==> src/rtl/bmem_downsample28.sv <==
// Crops the centred window of one grayscale frame and writes its block averages to buffer memory.
// Optional macro DS_ROUND_EN selects a rounded, saturated average instead of the truncated one.
module bmem_downsample28 #(
  parameter int IMG_W    = 640,
  parameter int IMG_H    = 480,
  parameter int CROP_X0  = 96,
  parameter int CROP_Y0  = 16,
  parameter int BLK_LOG2 = 4,
  parameter int OUT_DIM  = 28
) (
  input  logic        iCLK,
  input  logic        iRST,
  input  logic        iSTART,
  input  logic        iFVAL,
  input  logic        iDVAL,
  input  logic [7:0]  iDATA,
  output logic        oWEN,
  output logic [10:0] oADDR,
  output logic [15:0] oWDATA,
  output logic        oBUSY,
  output logic        oDONE
);

  localparam int CROP_E = OUT_DIM << BLK_LOG2;
  localparam int XW     = $clog2(IMG_W);
  localparam int YW     = $clog2(IMG_H + 1);
  localparam int BXW    = (OUT_DIM > 1) ? $clog2(OUT_DIM) : 1;
  localparam int SH     = 2 * BLK_LOG2;

  localparam logic [XW-1:0]  X_LO      = XW'(CROP_X0);
  localparam logic [XW-1:0]  X_SPAN    = XW'(CROP_E);
  localparam logic [XW-1:0]  X_MAX     = XW'(IMG_W - 1);
  localparam logic [YW-1:0]  Y_LO      = YW'(CROP_Y0);
  localparam logic [YW-1:0]  Y_SPAN    = YW'(CROP_E);
  localparam logic [BXW-1:0] BX_LAST   = BXW'(OUT_DIM - 1);
  localparam logic [10:0]    OUT_DIM_A = 11'(OUT_DIM);

  typedef enum logic [1:0] {IDLE, WAIT_SOF, CAPTURE, DONE} state_t;

  function automatic logic [7:0] scale_avg(input logic [15:0] s);
`ifdef DS_ROUND_EN
    logic [16:0] r;
    logic [16:0] q;
    r = {1'b0, s} + 17'(1 << (SH - 1));
    q = r >> SH;
    return (q > 17'd255) ? 8'hFF : q[7:0];
`else
    return 8'(s >> SH);
`endif
  endfunction

  state_t          state, state_nxt;
  logic            fval_q;
  logic [XW-1:0]   x;
  logic [YW-1:0]   y;
  logic [15:0]     acc [OUT_DIM];
  logic            wen_p1;
  logic [10:0]     addr_p1;
  logic [15:0]     wdata_p1;
  logic            done;
  logic            busy, done_set, done_clr;

  logic [XW-1:0]   xr;
  logic [YW-1:0]   yr;
  logic [BXW-1:0]  bx, by;
  logic            in_crop, pix, blk_end, last_pix, rise, fall;
  logic [15:0]     sum;
  logic [10:0]     addr_nxt;

  always_comb begin
    xr       = x - X_LO;
    yr       = y - Y_LO;
    in_crop  = (x >= X_LO) && (xr < X_SPAN) && (y >= Y_LO) && (yr < Y_SPAN);
    bx       = xr[BLK_LOG2 +: BXW];
    by       = yr[BLK_LOG2 +: BXW];
    pix      = (state == CAPTURE) && iDVAL;
    blk_end  = in_crop && (&xr[BLK_LOG2-1:0]) && (&yr[BLK_LOG2-1:0]);
    last_pix = pix && blk_end && (bx == BX_LAST) && (by == BX_LAST);
    rise     = iFVAL && !fval_q;
    fall     = !iFVAL && fval_q;
    sum      = acc[bx] + {8'h00, iDATA};
    addr_nxt = 11'(by) * OUT_DIM_A + 11'(bx);
  end

  always_ff @(posedge iCLK) begin
    if (!iRST) state <= IDLE;
    else       state <= state_nxt;
  end

  always_comb begin
    state_nxt = state;
    case (state)
      IDLE:     if (iSTART) state_nxt = WAIT_SOF;
      WAIT_SOF: if (rise) state_nxt = CAPTURE;
      CAPTURE: begin
        if (last_pix)  state_nxt = DONE;
        else if (fall) state_nxt = WAIT_SOF;
      end
      DONE:     state_nxt = IDLE;
      default:  state_nxt = IDLE;
    endcase
  end

  always_comb begin
    busy     = (state == WAIT_SOF) || (state == CAPTURE);
    done_set = (state == DONE);
    done_clr = (state == IDLE) && iSTART;
  end

  // p0 -> p1: pixel accumulate, block completion registered onto the write port
  always_ff @(posedge iCLK) begin
    if (!iRST) begin
      fval_q   <= 1'b0;
      x        <= '0;
      y        <= '0;
      wen_p1   <= 1'b0;
      addr_p1  <= '0;
      wdata_p1 <= '0;
      done     <= 1'b0;
      for (int i = 0; i < OUT_DIM; i++) acc[i] <= '0;
    end else begin
      fval_q <= iFVAL;
      wen_p1 <= pix && blk_end;
      if (done_clr)      done <= 1'b0;
      else if (done_set) done <= 1'b1;

      if (pix && blk_end) begin
        addr_p1  <= addr_nxt;
        wdata_p1 <= {8'h00, scale_avg(sum)};
      end

      if (state == WAIT_SOF) begin
        x <= '0;
        y <= '0;
      end else if (pix) begin
        if (x == X_MAX) begin
          x <= '0;
          y <= y + 1'b1;
        end else begin
          x <= x + 1'b1;
        end
      end

      // A short frame leaves partial sums behind; drop them so the retry starts clean.
      if ((state == CAPTURE) && fall && !last_pix) begin
        for (int i = 0; i < OUT_DIM; i++) acc[i] <= '0;
        x <= '0;
        y <= '0;
      end else if (pix && in_crop) begin
        acc[bx] <= blk_end ? 16'h0000 : sum;
      end
    end
  end

  assign oWEN   = wen_p1;
  assign oADDR  = addr_p1;
  assign oWDATA = wdata_p1;
  assign oBUSY  = busy;
  assign oDONE  = done;

endmodule
==> config.mk <==
export PLATFORM = sky130hd
export DESIGN_NAME = bmem_downsample28
export DESIGN_NICKNAME = d
export VERILOG_FILES = /design/src/rtl/bmem_downsample28.sv
export SDC_FILE = /design/constraint.sdc
export NUM_CORES = 1
export LEC_CHECK = 0
export CAP_MARGIN = 25
export CORE_AREA = 2 2 295 297
export DETAILED_ROUTE_END_ITERATION = 16
export DIE_AREA = 0 0 297 299
export GPL_TIMING_DRIVEN = 0
export PLACE_DENSITY = 0.51
export SLEW_MARGIN = 40
export SYNTH_ARGS = -nofsm -noshare
export SYNTH_HDL_FRONTEND = slang
export SYNTH_SLANG_ARGS = --single-unit
==> constraint.sdc <==
create_clock -name iCLK -period 8 [get_ports iCLK]
set_clock_uncertainty 0.2 [all_clocks]
set_input_delay 0.8 -clock iCLK [delete_from_list [all_inputs] [get_ports iCLK]]
set_output_delay 0.8 -clock iCLK [all_outputs]
set_load 0.05 [all_outputs]
# Word level (Yosys, flattened, before mapping)
# Memory sizes are Yosys's and may differ from the RTL's.
# Cells that the tools add are included.
# word_totals
register_bits,43
ram_bits,448
in_bits,13
wordCells,131
memories,1
# mem_list
name,words,word_bits,rd,rd_clocked_by_memory_dff,wr,line,source
acc,28,16,1,0,28,56,logic [15:0] acc [OUT_DIM];
# classes
add_sub_neg,6
n_mul,1
magnitude_cmp,4
n_eq_ne,9
n_mux,46
bitwise,29
reduce_logical,27
# op_table
operator,n
16-bit two-way mux,30
1-bit OR,28
16-bit by 8-bit adder with 16-bit output,1
16-bit OR reduction,1
1-bit logical AND,15
10-bit by 5-bit adder with 11-bit output,1
10-bit by 1-bit adder with 10-bit output (second input constant),1
10-bit == test (second input constant),1
5-bit == test (second input constant),2
10-bit by 7-bit greater-or-equal comparator with 1-bit output (second input constant),1
10-bit by 9-bit less-than comparator with 1-bit output (second input constant),1
10-bit two-way mux,1
10-bit by 7-bit subtractor with 10-bit output (second input constant),1
9-bit by 1-bit adder with 9-bit output (second input constant),1
9-bit by 5-bit greater-or-equal comparator with 1-bit output (second input constant),1
9-bit less-than comparator (second input constant),1
1-bit two-way mux,9
9-bit by 5-bit subtractor with 9-bit output (second input constant),1
5-bit by 3-bit multiplier with 8-bit output (second input constant),1
2-bit two-way mux,4
2-bit case mux with 4 select lines,1
4-bit AND reduction,2
5-bit two-way mux,1
2-bit == test (second input constant),2
11 further kinds,14

# Logic depth before layout (Yosys ltp)
# depth
depth_word,17
depth_mapped,24
mapped_depth_nobuf,16

# Least setup slack after synthesis
# Ideal clock, no wire load.
# synth_timing
path_kind,register -> register
from,register x[5]
to,"memory acc[28][9], data pin"
setup_time_ps,276
t_arrival_ps,5627
t_required_ps,7524
path_slack_ps,1898
path_stages_with_launch,24
period_less_slack_ps,6102
path_cell_list,dfxtp_1 -> buf_6 -> buf_8 -> buf_4 -> buf_4 -> buf_4 -> buf_2 -> buf_2 -> clkbuf_1 -> clkbuf_1 -> mux4_2 -> a22oi_1 -> a31oi_1 -> ha_1 -> a21o_1 -> a21o_1 -> a211oi_1 -> nor2_1 -> o41ai_1 -> o21ai_0 -> nand3_1 -> clkbuf_1 -> buf_1 -> inv_1
# synth_rtl
element,line,source
from (decl),54,logic [XW-1:0] x;
from (signal assigned),140,x <= x + 1'b1;
to (decl),56,

==> summary.txt <==
Layout
  • FILL cells: 8483
  • Syn-to-layout area delta: 16.7%
  • Register Area: 16200 um2
  • N_diodes: 0
  • Multi-input logic area: 8710 um2
  • Post-Layout Cell Count: 3215
  • Layout net count: 2064
  • Share of post-route cells with drive strength above 1: 19.3%

Critical path
  • Startpoint Class: flip-flop
  • Crit Path Class: flip-flop to flip-flop
  • Max Fanout on Critical Path: 10
  • R2R depth: 25
  • WP data arrival: 7.75 ns
  • CP required: 8.13 ns
  • Crit. End Element: flip-flop

Drt
  • TritonRoute pass-1 iters: 8
  • Routed WL: 81000 um
  • Post-DR vias/cell: 5.19
  • WL/cell: 25.2 um
  • Drt drc: 0
  • DRT iter0 DRCs: 2031
  • Via count: 16691
  • Antenna Nets Post-Route: 0

Floorplanning
  • Die X: 297 um
  • Die Ht: 299 um
  • Die ar.: 88800 um2
  • Core ar.: 85900 um2
  • Starting Density: 29.7%
  • I/O pins: 43
  • Cell Rows: 108

Hold path
  • Worst Hold Class: flip-flop to flip-flop
  • Worst hold stages: 2

Clock tree
  • Cts-stage hold buffer count: 0
  • Clock buffer depth: 3
  • Clock sink count: 555
  • Root buffer cell: clkbuf_16
  • Clock Latency Late Sink: 0.64 ns
  • Worst-path clk slew: 0.06 ns
  • CTS tree: done
  • H-Tree Depth: 2
  • Number of setup buffers added after CTS: 0
  • CTS buffer count: 60

Place
  • Port-buffer cells: 34
  • Final GP Congestion: 0.907
  • DP HPWL: 57000 um
  • Pre-CTS setup slack: -0.613 ns
  • Cells after DPL: 3110

Timing
  • Final setup margin: 0.379 ns
  • # setup viols final: 0
  • Unrepaired setup endpoints after global routing: false
  • Max Slew Vio Count: 0
  • Worst-Margin Slew: 0.914 ns
  • Final Hold Fails: 0
  • Rel. slew slack: 39.1%
  • Fin crit period: 7.62 ns
  • Fin crit share: 95.3%
  • Fmax: 131 MHz

Synthesis
  • Cell area after synthesis: 25500 um2
  • Cells after Synth: 1845
  • Synth unique cells: 80
  • Register area share after synthesis: 63.7%
  • Warnings from Yosys: 0
  • Syn avg cell area: 13.8 um2
  • Number of synthesized register bits: 555
  • Async SR Flop Fraction: 0%
  • Ys flop type: edfxtp_1
  • Post-synth EDFFs: 512

Power and ir drop
  • Power density over the cells: 224 nW/um2
  • Peak supply drop: 0.163 mV
  • Net Sw Power: 0.00154 W
  • Clock power share: 43.3%
  • P_leak: 10.4 nW
  • Sw Share: 23.1%
  • Int Pwr: 0.00513 W
  • Flop pwr share: 50.2%
  • Combinational fraction of design power: 6.5%

Global routing
  • Largest net degree at the start of global routing: 17
  • Number of global-route vias before repair: 16577
  • Grt ovf: 0
  • Total GRT Usage: 18.0%
  • Initial antenna violation count: 2
  • Global-route wire length before repair: 116000 um

Status
  • Status: completed

Job
  • Maxcap violations: 0
==> kinds of logic (layout without fill, tap and decap cells) <==
family,count (synthesis),in the layout,synth area share (%)
xor gates and xnor gates,39,39,1.50
buffers and inverters,197,341,3.74
other,1,72,0.0147
DFF,555,555,63.7
muxes,152,152,12.7
AOI/OAI and AO/OA,157,157,4.25
adders and majority gates,36,36,1.94
and+or+nand+nor,708,708,12.1
==> worst paths after layout <==
check	start	to	slack (ns)
setup / recovery	x[5]	acc[29][9]	0.38
hold / removal	oADDR[9]	oADDR[9]	0.25
setup reg to reg	x[5]	acc[29][9]	0.38
hold reg to reg	oADDR[9]	oADDR[9]	0.25
==> cells in the final DEF (no fill, tap or decap), drive strengths merged, types with 4 or more instances in the layout <==
cell             n
nand2b           7
o41ai            6
and2             6
fa               6
nand4           16
and3             7
edfxtp         512
buf             85
mux4           137
or3              6
a211oi          13
a21o             9
clkbuf         159
inv             33
xor2            15
a22oi           13
o21ai           17
dfxtp           43
conb            72
nor2           428
o22ai            7
a21oi           53
nor3            42
o21a             4
xnor2           23
ha              30
nand2          130
nand3           37
or4              5
nor4            12
a31oi            7
clkinv          20
bufinv           9
mux2i           13
clkdlybuf4s50   34
==> power groups by stage <==
stage                     clock network, W  registers, W  logic (W)
after global placement                   0       0.00340   0.000419
after detailed placement                 0       0.00341   0.000433
after floorplan                          0       0.00339   0.000265
after global routing               0.00302       0.00336   0.000464
final                              0.00289       0.00335   0.000433
after CTS                          0.00291       0.00335   0.000435
==> worst max-delay path: stages, from the launching register on <==
cell and delay, ns:
dfxtp_1 0.35, buf_6 0.19, buf_8 0.19, buf_4 0.23, buf_4 0.31, buf_4 0.29, buf_2 0.33, clkbuf_4 0.40
clkbuf_2 0.44, clkbuf_4 0.43, mux4_2 0.39, a22oi_1 0.24, a31oi_2 0.21, ha_1 0.36, a21o_1 0.18, a21o_1 0.21
a211oi_1 0.38, nor2_1 0.12, o41ai_2 0.20, buf_2 0.27, buf_2 0.24, o21ai_0 0.13, nand3_1 0.24, clkbuf_2 0.28
buf_2 0.32, inv_1 0.13
==> metal layers <==
metal	track usage [%]	up-vias	wire length [um]
met3	2.73	166	6060
li1	-	7103	-
met4	7.05	0	3260
met1	23.8	8615	32700
met5	0	-	0
met2	29.9	807	39000
==> synthesized netlist by cell type, types with 5 or more instances <==
master	instances	area share, %
edfxtp_1	512	60
nor2_1	425	6.3
mux4_2	137	12
nand2_1	124	1.8
clkbuf_1	78	1.1
a21oi_1	52	1.0
buf_2	44	0.86
dfxtp_1	43	3.4
nand3_1	37	0.73
nor3_1	31	0.61
ha_1	30	1.5
inv_1	30	0.44
buf_4	21	0.62
xnor2_1	21	0.72
nand4_1	16	0.39
o21ai_0	15	0.29
xor2_1	15	0.52
a211oi_1	13	0.38
a22oi_1	13	0.38
mux2i_1	13	0.51
nor3_2	11	0.43
a21o_1	9	0.27
buf_1	9	0.13
buf_6	9	0.40
a31oi_1	7	0.17
and3_1	7	0.17
nand2b_1	7	0.17
nor4_2	7	0.34
o22ai_1	7	0.17
and2_1	6	0.15
fa_1	6	0.47
nand2_2	6	0.15
or3_1	6	0.15
or4_1	5	0.15
==> metrics by stage <==
| step | power, W | hold slack (ns) | cell area, um2 | util (%) | setup TNS, ns |
|---|---|---|---|---|---|
| floorplan | 0.00366 | 0.262 | 25800 | - | 0 |
| global placement | 0.00382 | 0.250 | 27500 | 32.0 | -364.14 |
| detailed placement | 0.00384 | 0.251 | 27700 | 32.2 | -16.33 |
| CTS | 0.00669 | 0.260 | 29700 | 34.6 | 0 |
| global route | 0.00685 | 0.283 | 29700 | 34.6 | 0 |
| finish | 0.00667 | 0.255 | 29700 | 34.6 | 0 |
==> timing repair <==
item / 4_1_cts / 5_1_grt
endpoints found under the setup margin: 73 / 56
cloned: 0 / 0
gates resized for setup: 3 / 7
pin swaps: 0 / 0
==> flip-flops by register name (all words and copies together), names as in the netlist <==
signal  cells
acc       512
fval_q      1
oADDR      11
oDONE       1
oWDATA      8
oWEN        1
state       2
x          10
y           9
==> area by class of cell <==
type                    instances  area share [%]
flip-flops and latches        555            54.6
multi-input cells            1164            29.3
clock buffers                  79            5.43
well taps                    1155            4.86
plain buffers                 160            2.82
clock inverters                28            1.33
repair buffers                 39            1.25
inverters                      35           0.446
Note: power is estimated with default switching activity, not from simulation.
